File: src/rtl/dma_mem_ctrl_pkg.sv
// Shared widths, FSM state type and default access length for the DMA memory controller.
package dma_mem_ctrl_pkg;

  localparam int unsigned ADDR_W      = 22;
  localparam int unsigned DATA_W      = 8;
  localparam int unsigned ACC_CYC_DEF = 2;

  typedef enum logic {
    ST_IDLE   = 1'b0,
    ST_ACCESS = 1'b1
  } state_t;

endpackage

File: src/rtl/dma_mem_ctrl.sv
// Single-slot DMA-to-memory bus controller: accepts a request, holds the memory bus
// for ACC_CYC cycles, then pulses dma_end (with read data for reads).
module dma_mem_ctrl
  import dma_mem_ctrl_pkg::*;
#(
  parameter int unsigned ACC_CYC = ACC_CYC_DEF
) (
  input  logic              clk,
  input  logic              rst_n,
  input  logic              dma_req,
  input  logic [ADDR_W-1:0] dma_addr,
  input  logic              dma_rnw,
  input  logic [DATA_W-1:0] dma_wd,
  output logic              dma_ack,
  output logic              dma_end,
  output logic [DATA_W-1:0] dma_rd,
  input  logic              cpu_busy,
  output logic              mem_req,
  output logic [ADDR_W-1:0] mem_addr,
  output logic              mem_rnw,
  output logic [DATA_W-1:0] mem_wd,
  input  logic [DATA_W-1:0] mem_rd
);

  localparam logic [3:0] CNT_LAST = 4'(ACC_CYC - 1);

  state_t     state, state_nx;
  logic [3:0] cnt;
  logic       last;

  assign last    = (state == ST_ACCESS) && (cnt == CNT_LAST);
  assign mem_req = (state == ST_ACCESS);

  // rst_n gates the ack because state already reads IDLE while reset is held
  always_comb begin
    dma_ack = rst_n & dma_req & ~cpu_busy & ((state == ST_IDLE) | last);
  end

  always_comb begin
    state_nx = state;
    if (dma_ack)
      state_nx = ST_ACCESS;
    else if (last)
      state_nx = ST_IDLE;
  end

  always_ff @(posedge clk or negedge rst_n) begin
    if (!rst_n) begin
      state    <= ST_IDLE;
      cnt      <= '0;
      mem_addr <= '0;
      mem_rnw  <= 1'b1;
      mem_wd   <= '0;
      dma_end  <= 1'b0;
      dma_rd   <= '0;
    end else begin
      state   <= state_nx;
      dma_end <= last;
      if (last && mem_rnw)
        dma_rd <= mem_rd;
      if (dma_ack) begin
        mem_addr <= dma_addr;
        mem_rnw  <= dma_rnw;
        mem_wd   <= dma_wd;
        cnt      <= '0;
      end else if (last) begin
        mem_rnw <= 1'b1;
        cnt     <= '0;
      end else if (state == ST_ACCESS) begin
        cnt <= cnt + 4'd1;
      end
    end
  end

endmodule

File: config.mk
export PLATFORM = sky130hd
export DESIGN_NAME = dma_mem_ctrl
export DESIGN_NICKNAME = d
export VERILOG_FILES = /design/src/rtl/dma_mem_ctrl_pkg.sv /design/src/rtl/dma_mem_ctrl.sv
export SDC_FILE = /design/constraint.sdc
export NUM_CORES = 1
export LEC_CHECK = 0
export CAP_MARGIN = 10
export CORE_AREA = 2 2 95 51
export DETAILED_ROUTE_END_ITERATION = 16
export DIE_AREA = 0 0 97 53
export GPL_TIMING_DRIVEN = 1
export HOLD_SLACK_MARGIN = 0.1
export PLACE_DENSITY_LB_ADDON = 0.05
export SKIP_LAST_GASP = 1
export SLEW_MARGIN = 40
export SYNTH_ARGS = -nofsm -noshare
export SYNTH_HDL_FRONTEND = slang
export SYNTH_SLANG_ARGS = --single-unit
export TNS_END_PERCENT = 5
File: constraint.sdc
create_clock -name clk -period 5.45 [get_ports clk]
set_input_delay 1.09 -clock clk [delete_from_list [all_inputs] [get_ports clk]]
set_output_delay 1.09 -clock clk [all_outputs]
set_load 0.02 [all_outputs]
==> impl_metrics.json <==
{
  "status": "completed",
  "drv_cap": 0,
  "ys_types": 22,
  "n_antenna_cell": 0,
  "p_leak_uw": 0.001153,
  "cts_tree": "done",
  "ant_nets": 0,
  "crit_chain": "clkdlybuf4s50_1 -> nand3b_1 -> a21oi_4 -> clkdlybuf4s50_1",
  "vias": 1215,
  "die_h_um": 53,
  "worstPathArrival_ns": 2.64,
  "critPathRequiredTime_ns": 4.36,
  "worst_clock_skew_ns": 0.004638,
  "dp_hpwl_um": 2877,
  "critical_path_buf_inv_count": 2,
  "period_minus_slack_ns": 3.725,
  "cts.repair.resized": 0,
  "place_congestion": 0.7104,
  "relSlewSlack_pct": 62.90,
  "viasPerCell": 4.637,
  "port_buffers": 84,
  "area_growth_pct": 53.76,
  "combPwrFrac_pct": 49.7,
  "synth_top_area_share_pct": 61.28,
  "p_sw_uw": 563.3,
  "critical_path.max_stage_delay_ns": 0.63,
  "p_seq_share_pct": 38.1,
  "grt.overflow.total": 0,
  "crit_top_cell": "clkdlybuf4s50_1",
  "cts_inserted_buffers": 5,
  "grt_use_total_pct": 16.06,
  "htreeDepth": 2,
  "synth_edf_count": 0,
  "ys_warn_count": 0,
  "clk_latency_ns": 0.29,
  "netSwitchingFraction_pct": 35.37,
  "avgRoutedWirePerCell_um": 14.71,
  "path_clk_slew_ns": 0.07,
  "routed_wl_um": 3855,
  "synthArstFlopShare_pct": 100.0,
  "syn_avg_cell_area_um2": 15.62,
  "num_rows": 17,
  "n_fill_cell": 320,
  "fmax_mhz": 268.4,
  "initial_utilization_pct": 42.03,
  "die_w_um": 97,
  "start_kind": "primary input",
  "cts-hold-fix-buffers": 0,
  "antenna_found_initial": 0,
  "power_uw": 1592,
  "fin_tns_setup_ns": 0,
  "finalMaxSlewViolations": 0,
  "hp-class": "reg2reg",
  "dieArea_um2": 5141,
  "ys_ff_latch": 45,
  "cts_setup_buffers": 0,
  "path_class": "in2out",
  "coreArea_um2": 4275,
  "synth_area_leader_cell": "dfrtp_1",
  "finalNetCount": 249,
  "vdd.ir_drop.worst_uv": 343.8,
  "first_pass_iters": 4,
  "synth_area_um2": 1797,
  "numClockSinks": 45,
  "setup_violations": 0,
  "final_hold_viol_count": 0,
  "crit_family": "buffers and inverters",
  "pin_count": 85,
  "syn_inst": 115,
  "power.internal_uw": 1029,
  "finalCritPeriodShare_pct": 68.36,
  "endpoint_kind": "output port",
  "register_area_um2": 1127,
  "cellPowerDensity_nw_per_um2": 576.4,
  "synth_flop_cell": "dfrtp_1",
  "rsz0062_at_grt": "no",
  "clock_path_buffers": 2,
  "drt_iter0_markers": 26,
  "first_global_vias": 1234,
  "synthTopCellsByArea": "dfrtp_1, mux2_2, buf_6",
  "multi_input_area_um2": 623.1,
  "tightest_slew_ns": 0.5565,
  "power.share.clock_pct": 12.2,
  "cts_root_buf": "clkbuf_8",
  "critical_path.slowest_cell": "clkdlybuf4s50_1",
  "ys_seq_area_share_pct": 62.74,
  "synth_nets": 160,
  "grt_max_degree": 46,
  "worstPathMaxFanout": 7,
  "drc": 0,
  "grt_pass1_wl_um": 6161,
  "final_layout_size_suffix_gt1_share_pct": 23.90
}
-- area by class of cell --
type	count	area share (%)
Timing Repair Buffer	86	30.80
Inverter	2	0.2717
Sequential cell	45	40.81
Clock inverter	2	0.3623
Tap cell	57	2.582
Clock buffer	6	2.627
Multi-Input combinational cell	64	22.55
-- logic make-up (layout without fill, tap and decap cells) --
group / Yosys count / after routing / share of synthesized area [%]
flip-flops: 45 / 45 / 62.74
XOR/XNOR: 1 / 1 / 0.4876
AO/OA/AOI/OAI: 5 / 5 / 2.229
multiplexers: 41 / 41 / 25.49
AND/OR/NAND/NOR: 15 / 15 / 5.084
buffers and inverters: 6 / 96 / 2.576
adder cells (fa/ha/maj): 2 / 2 / 1.393
-- state kept, by name (all words and copies together) (netlist names) --
register	count
mem_req	1
dma_rd	8
cnt	4
mem_rnw	1
mem_wd	8
dma_end	1
mem_addr	22
-- path summary, 6_finish.rpt --
kind                       cells past startpoint  slack [ns]                       end                      from
setup / recovery                               4        1.72                   dma_ack                  cpu_busy
hold reg to reg                                1        0.50  mem_addr[12]$_DFFE_PN0P_  mem_addr[12]$_DFFE_PN0P_
setup reg to reg                               6        3.29  mem_addr[14]$_DFFE_PN0P_        cnt[1]$_DFFE_PN0P_
hold / removal                                 1        0.50  mem_addr[12]$_DFFE_PN0P_  mem_addr[12]$_DFFE_PN0P_
max in group asynchronous                      2        4.14       mem_rnw$_DFFE_PN1P_                     rst_n
min in group asynchronous                      2        0.92  mem_addr[11]$_DFFE_PN0P_                     rst_n
-- worst reg2reg max path, delay by kind of cell, from the launching register on --
family	cells	cell delay, ns
buf+inv	2	0.46
mux	1	0.40
simple gates	1	0.42
compound gates	1	0.18
flops	1	0.42
fa+ha+maj	1	0.17
-- metrics by stage --
step / utilization [%] / cell area [µm²] / hold slack, ns / cells / setup WS (ns)
detailed placement: 62.69 / 2680 / 0.4843 / 254 / 1.723
CTS: 64.62 / 2763 / 0.5026 / 262 / 1.723
global placement: 62.69 / 2680 / 0.4727 / 254 / 1.717
floorplan: - / 1797 / 0.5122 / 115 / 2.568
finish: 64.62 / 2763 / 0.4968 / 262 / 1.725
global route: 64.62 / 2763 / 0.5171 / 262 / 1.656
-- layer usage --
layer / track usage (%) / up-vias / share of wire [%] / routed length, µm
li1: - / 579 / - / -
met1: 20.20 / 574 / 45 / 1750
met2: 24.65 / 59 / 44 / 1681
met3: 7.133 / 3 / 11 / 410
met4: 6.338 / 0 / 0.36 / 14
met5: 0 / - / 0 / 0
-- layout by cell type, fill, tap and decap left out, types with 2 or more instances in the layout --
cell	netlist	final
clkdlybuf4s50_1	0	83
dfrtp_1	44	44
mux2_2	36	36
clkbuf_8	0	5
nand2_1	4	4
nand3b_1	3	3
mux2i_1	3	3
inv_1	2	2
mux2_1	2	2
nor2b_1	2	2
o21ai_0	2	2
nand3_1	2	2
ha_1	2	2
clkinv_2	0	2
buf_4	0	2
-- synthesized netlist by cell type, drive strengths merged (2+ instances only) --
| cell | n |
|---|---|
| buf | 4 |
| inv | 2 |
| a21oi | 2 |
| nand3b | 3 |
| ha | 2 |
| mux2 | 38 |
| nand2 | 4 |
| mux2i | 3 |
| dfrtp | 44 |
| nor2b | 2 |
| o21ai | 2 |
| nand3 | 2 |
-- power groups by stage --
stage          registers [µW]  logic, µW  clock network (µW)
6_report                  607        792                 194
5_1_grt                   632        839                 219
4_1_cts                   610        802                 202
3_5_place_dp              613        801                   0
3_3_place_gp              599        788                   0
2_1_floorplan             785        231                   0
No activity file was read; power rests on OpenSTA's default activity.
==> edit 1: new RTL, same settings <==
`DATA_W`: 8 -> 12.
--- a/src/rtl/dma_mem_ctrl_pkg.sv
+++ b/src/rtl/dma_mem_ctrl_pkg.sv
@@ -2,7 +2,7 @@
 package dma_mem_ctrl_pkg;
 
   localparam int unsigned ADDR_W      = 22;
-  localparam int unsigned DATA_W      = 8;
+  localparam int unsigned DATA_W      = 12;
   localparam int unsigned ACC_CYC_DEF = 2;
 
   typedef enum logic {
Interface: changed (resized dma_rd, dma_wd, mem_rd and mem_wd); port bits go from 85 to 101. The function was not compared with the original's and may differ.
==> edit 1 against the unedited design <==
  * Clock power up 17%
  * Critical path type unchanged
  * Hold slack worse by 0.0021 ns
  * Final area is 17% higher
  * Routed wire length up 10%
  * First-iteration DRC count grew 23%
  * Sequential cell count up 8
  * Sequential power is 17% higher
  * Register-to-register slack got worse by 0.02 ns
  * Highest routed layer unchanged
  * Largest cell class unchanged
  * Power rose by 18%
  * Worst setup slack gained 0.014 ns
  * Synthesized area rose by 17%
==> edit 1: results (changes against the unedited design) <==
Global routing
  – Largest net degree at the start of global routing: 54 (+17%)
  – First-pass GRT wire length: 6970 um (+13%)
  – Vias in the first global route: 1515 (+23%)
  – Total GRT Usage: 0.177 (+0.0165)

Placement
  – GPL Wtd Cong: 0.707 (-0.55%)
  – DP Worst Slack: 1.74 ns (+0.0118 ns)
  – # port buffers: 100 (+19%)
  – Placed cells: 286 (+13%)
  – Final HPWL DP: 3260 um (+13%)

Logic synthesis
  – Syn nets: 185 (+16%)
  – Seq/Total Area, Yosys: 0.632 (+0.00411)
  – Synth cell types: 23 (+4.5%)
  – Synth top cells by count: 52 x dfrtp_1, 44 x mux2_2, 4 x nand2_1
  – Syn Area/Cell: 15.9 um^2 (+1.9%)
  – Synth top area share: 0.619 (+0.00623)

Routing
  – Met1 Routed Length: 1790 um (+2.2%)
  – DRT iter0 DRCs: 32 (+23%)
  – Via count: 1421 (+17%)
  – Met2 wire len: 1920 um (+14%)
  – Vias/cell: 4.83 (+4.2%)
  – Routed wl met3: 462 um (+13%)
  – Avg WL per Cell: 14.4 um (-1.8%)

Final layout
  – Share of layout cells above drive strength 1: 0.245 (+0.00570)
  – Largest regs: mem_addr x22, dma_rd x12, mem_wd x12

Power
  – Leak pwr: 1.35 nW (+17%)
  – Worst vdd ir: 300 uV (-13%)
  – Int Power: 1.22 mW (+18%)

STA
  – Worst Tran Pin Value: 0.621 ns (+0.0642 ns)
  – Clock Skew: 0.00730 ns (+0.00266 ns)
  – Hold slack: 0.495 ns (-0.00212 ns)

CTS
  – Clk slew on worst S/H paths: 0.09 ns (+0.02 ns)

Setup path
  – Crit path DAT: 2.62 ns (-0.02 ns)
  – R2r setup slk: 3.27 ns (-0.02 ns)

Worst hold path
  – Min-Delay Startpoint: mem_addr[21]$_DFFE_PN0P_

Run status
  – Status: complete, no violations
==> edit 1: cell type report <==
type | instances | area (um^2)
clock buffer | 6 | 82.6
clock inverter | 2 | 13.8
fill | 274 | 1050
inverter | 2 | 7.51
multi-input combinational | 72 | 713
sequential | 53 | 1330
tap | 57 | 71.3
timing repair buffer | 102 | 1010
==> edit 1: routing by layer <==
| layer | vias to the layer above | track usage |
|---|---|---|
| met5 | - | 0 |
| met3 | 8 | 0.0872 |
| li1 | 670 | - |
| met4 | 0 | 0.0657 |
| met2 | 65 | 0.288 |
| met1 | 678 | 0.207 |
==> edit 1: how the worst max path moves through the flow <==
stage,slack (ns),depth (start not counted),end
floorplan,2.47,3,dma_ack
global placement,1.75,4,dma_ack
detailed placement,1.74,4,dma_ack
CTS,1.73,4,dma_ack
global route,1.69,4,dma_ack
finish,1.74,4,dma_ack
==> edit 1: power by group through the flow <==
stage	clock (mW)	combinational [mW]	sequential [mW]
after floorplan	0	0.269	0.928
after global placement	0	0.935	0.703
after detailed placement	0	0.953	0.716
after CTS	0.233	0.955	0.712
after global routing	0.254	0.995	0.740
final	0.227	0.940	0.709
==> edit 1: stage by stage <==
stage                     utilization  cell area, um^2
after floorplan                     -             2100
after global routing            0.755             3230
after detailed placement        0.732             3130
final                           0.755             3230
after global placement          0.732             3130
after CTS                       0.755             3230
==> edit 1: worst max-delay path: stages <==
cell             delay, ns
clkdlybuf4s50_1       0.39
nand3b_1              0.31
a21oi_4               0.21
clkdlybuf4s50_1       0.62
==> edit 1: cell families after synthesis <==
group,after synthesis,synth area share
muxes,49,0.261
adders and majority gates,2,0.0119
xor gates and xnor gates,1,0.00417
buffers and inverters,7,0.0292
and+or+nand+nor,15,0.0435
AOI/OAI and AO/OA,5,0.0190
DFF,53,0.632
==> edit 2: new RTL, same flow settings <==
Made on the original files. Make the reset (`rst_n`) synchronous in one clocked block.
--- a/src/rtl/dma_mem_ctrl.sv
+++ b/src/rtl/dma_mem_ctrl.sv
@@ -44,7 +44,7 @@
       state_nx = ST_IDLE;
   end
 
-  always_ff @(posedge clk or negedge rst_n) begin
+  always_ff @(posedge clk) begin
     if (!rst_n) begin
       state    <= ST_IDLE;
       cnt      <= '0;
Function: differs if rst_n is asserted again (counterexample within 4 cycles, from zero or initial values and one cycle with rst_n low); with rst_n held inactive, the same outputs for 10 cycles.
==> edit 2 against the unedited design <==
  * Sequential share of layout area fell by 7.0 points
  * Synthesized area down 2.2%
  * Hold slack got worse by 0.039 ns
  * Final area shrank 3.5%
  * Critical path depth grew 1
  * Via count rose by 33%
  * Die area did not move
  * First-iteration DRC count is 27% lower
  * Worst setup slack got worse by 0.060 ns
  * Cell count up 31%
  * Sequential cell count did not move
  * Routed wire length increased by 8.7%
Power is not compared: it rests on default switching activity, and its combinational part moved more than twofold at a synthesized area within 25%.
==> edit 2: results (changes against the unedited design) <==
Logic synthesis
  – Synth top cells by count: 45 x dfxtp_1, 44 x nand2_1, 39 x nand3_1, 35 x o21ai_0, 7 x clkbuf_1
  – Post-Synth Adder-Cell Area: 0.0142 (+0.000317)
  – Synth top area cells: dfxtp_1 51%, nand3_1 11%, o21ai_0 10%
  – Mux cell area share after synthesis: 0.0128 (-0.242)
  – Seq/Total Area, Yosys: 0.513 (-0.115)
  – Post-synth ARST share: 0 (-1.00)
  – Post-synthesis compound-gate area fraction: 0.145 (+0.123)
  – Syn nets: 255 (+59%)

Run status
  – Status: complete, no violations

Setup path
  – R2r setup slk: 3.53 ns (+0.24 ns)
  – Reg2reg start: cnt[0]$_SDFFE_PP0P_
  – FF-to-FF End: mem_wd[2]$_SDFFE_PN0P_
  – Crit path DAT: 2.70 ns (+0.06 ns)
  – Maximum fanout along the worst path: 8 (+1)
  – Max incr delay on CP: 0.59 ns (-0.04 ns)

Placement
  – GPL Wtd Cong: 0.774 (+9.0%)
  – DP Worst Slack: 1.67 ns (-0.0574 ns)
  – Post-DP Area: 0.00258 mm^2 (-3.8%)
  – Final HPWL DP: 2830 um (-1.5%)

Final layout
  – Fillcell total: 400 (+25%)
  – Share of layout cells above drive strength 1: 0.0594 (-0.180)
  – Net count, final: 330 (+33%)

Global routing
  – First-pass GRT wire length: 6720 um (+9.1%)
  – Vias in the first global route: 1430 (+16%)
  – Total GRT Usage: 0.168 (+0.00744)

Routing
  – DRT iter0 DRCs: 19 (-27%)
  – Routed WL: 4190 um (+8.7%)
  – Via count: 1618 (+33%)

STA
  – Hold slack: 0.457 ns (-0.0394 ns)
  – Worst rel slew slack: 0.504 (-0.125)
  – Clock Skew: 0.00884 ns (+0.00420 ns)

Worst hold path
  – Min-Delay Startpoint: mem_addr[14]$_SDFFE_PN0P_
==> edit 2: worst register-to-register path: stages, from the launching register on <==
cell and delay, ns:
dfxtp_1 0.40, ha_1 0.18, or3b_4 0.41, a21oi_4 0.16, buf_4 0.45, nand3_1 0.16
o21ai_0 0.10
==> edit 2: worst max-delay path by stage <==
stage | start | endpoint | slack, ns | cells past startpoint
finish | dma_req | dma_ack | 1.66 | 5
global route | dma_req | dma_ack | 1.58 | 5
CTS | dma_req | dma_ack | 1.66 | 5
detailed placement | dma_req | dma_ack | 1.67 | 5
global placement | cpu_busy | dma_ack | 1.68 | 5
floorplan | cpu_busy | dma_ack | 2.57 | 4
==> edit 2: per-layer routing <==
| layer | vias to the layer above | wire (um) | share of wire | global-route usage |
|---|---|---|---|---|
| met5 | - | 0 | 0 | 0 |
| met1 | 704 | 2090 | 0.50 | 0.215 |
| li1 | 860 | - | - | - |
| met2 | 50 | 1660 | 0.40 | 0.236 |
| met3 | 4 | 400 | 0.095 | 0.0845 |
| met4 | 0 | 36 | 0.0086 | 0.0775 |
==> edit 2: kinds of logic after synthesis <==
kind of cell,after synthesis
AO/OA/AOI/OAI,46
XOR/XNOR,1
adder cells (fa/ha/maj),2
buffers and inverters,19
flip-flops,45
multiplexers,2
AND/OR/NAND/NOR,95
==> edit 2: metrics by stage <==
step | std cells | util
after floorplan | 210 | -
after global placement | 335 | 0.603
after detailed placement | 335 | 0.603
after CTS | 343 | 0.623
after global routing | 343 | 0.623
final | 343 | 0.623
==> edit 2: layout make-up <==
cell class / count / area share
clock inverters: 3 / 0.00657
well taps: 57 / 0.0268
repair buffers: 86 / 0.319
clock buffers: 5 / 0.0258
multi-input cells: 146 / 0.282
flip-flops and latches: 45 / 0.338
inverters: 1 / 0.00141
==> edit 2: power by group through the flow <==
stage | registers (mW) | logic [mW] | clock network, mW
after floorplan | 0.374 | 0.0383 | 0
after global placement | 0.359 | 0.112 | 0
after detailed placement | 0.359 | 0.112 | 0
after CTS | 0.352 | 0.113 | 0.211
after global routing | 0.354 | 0.122 | 0.224
final | 0.352 | 0.112 | 0.201
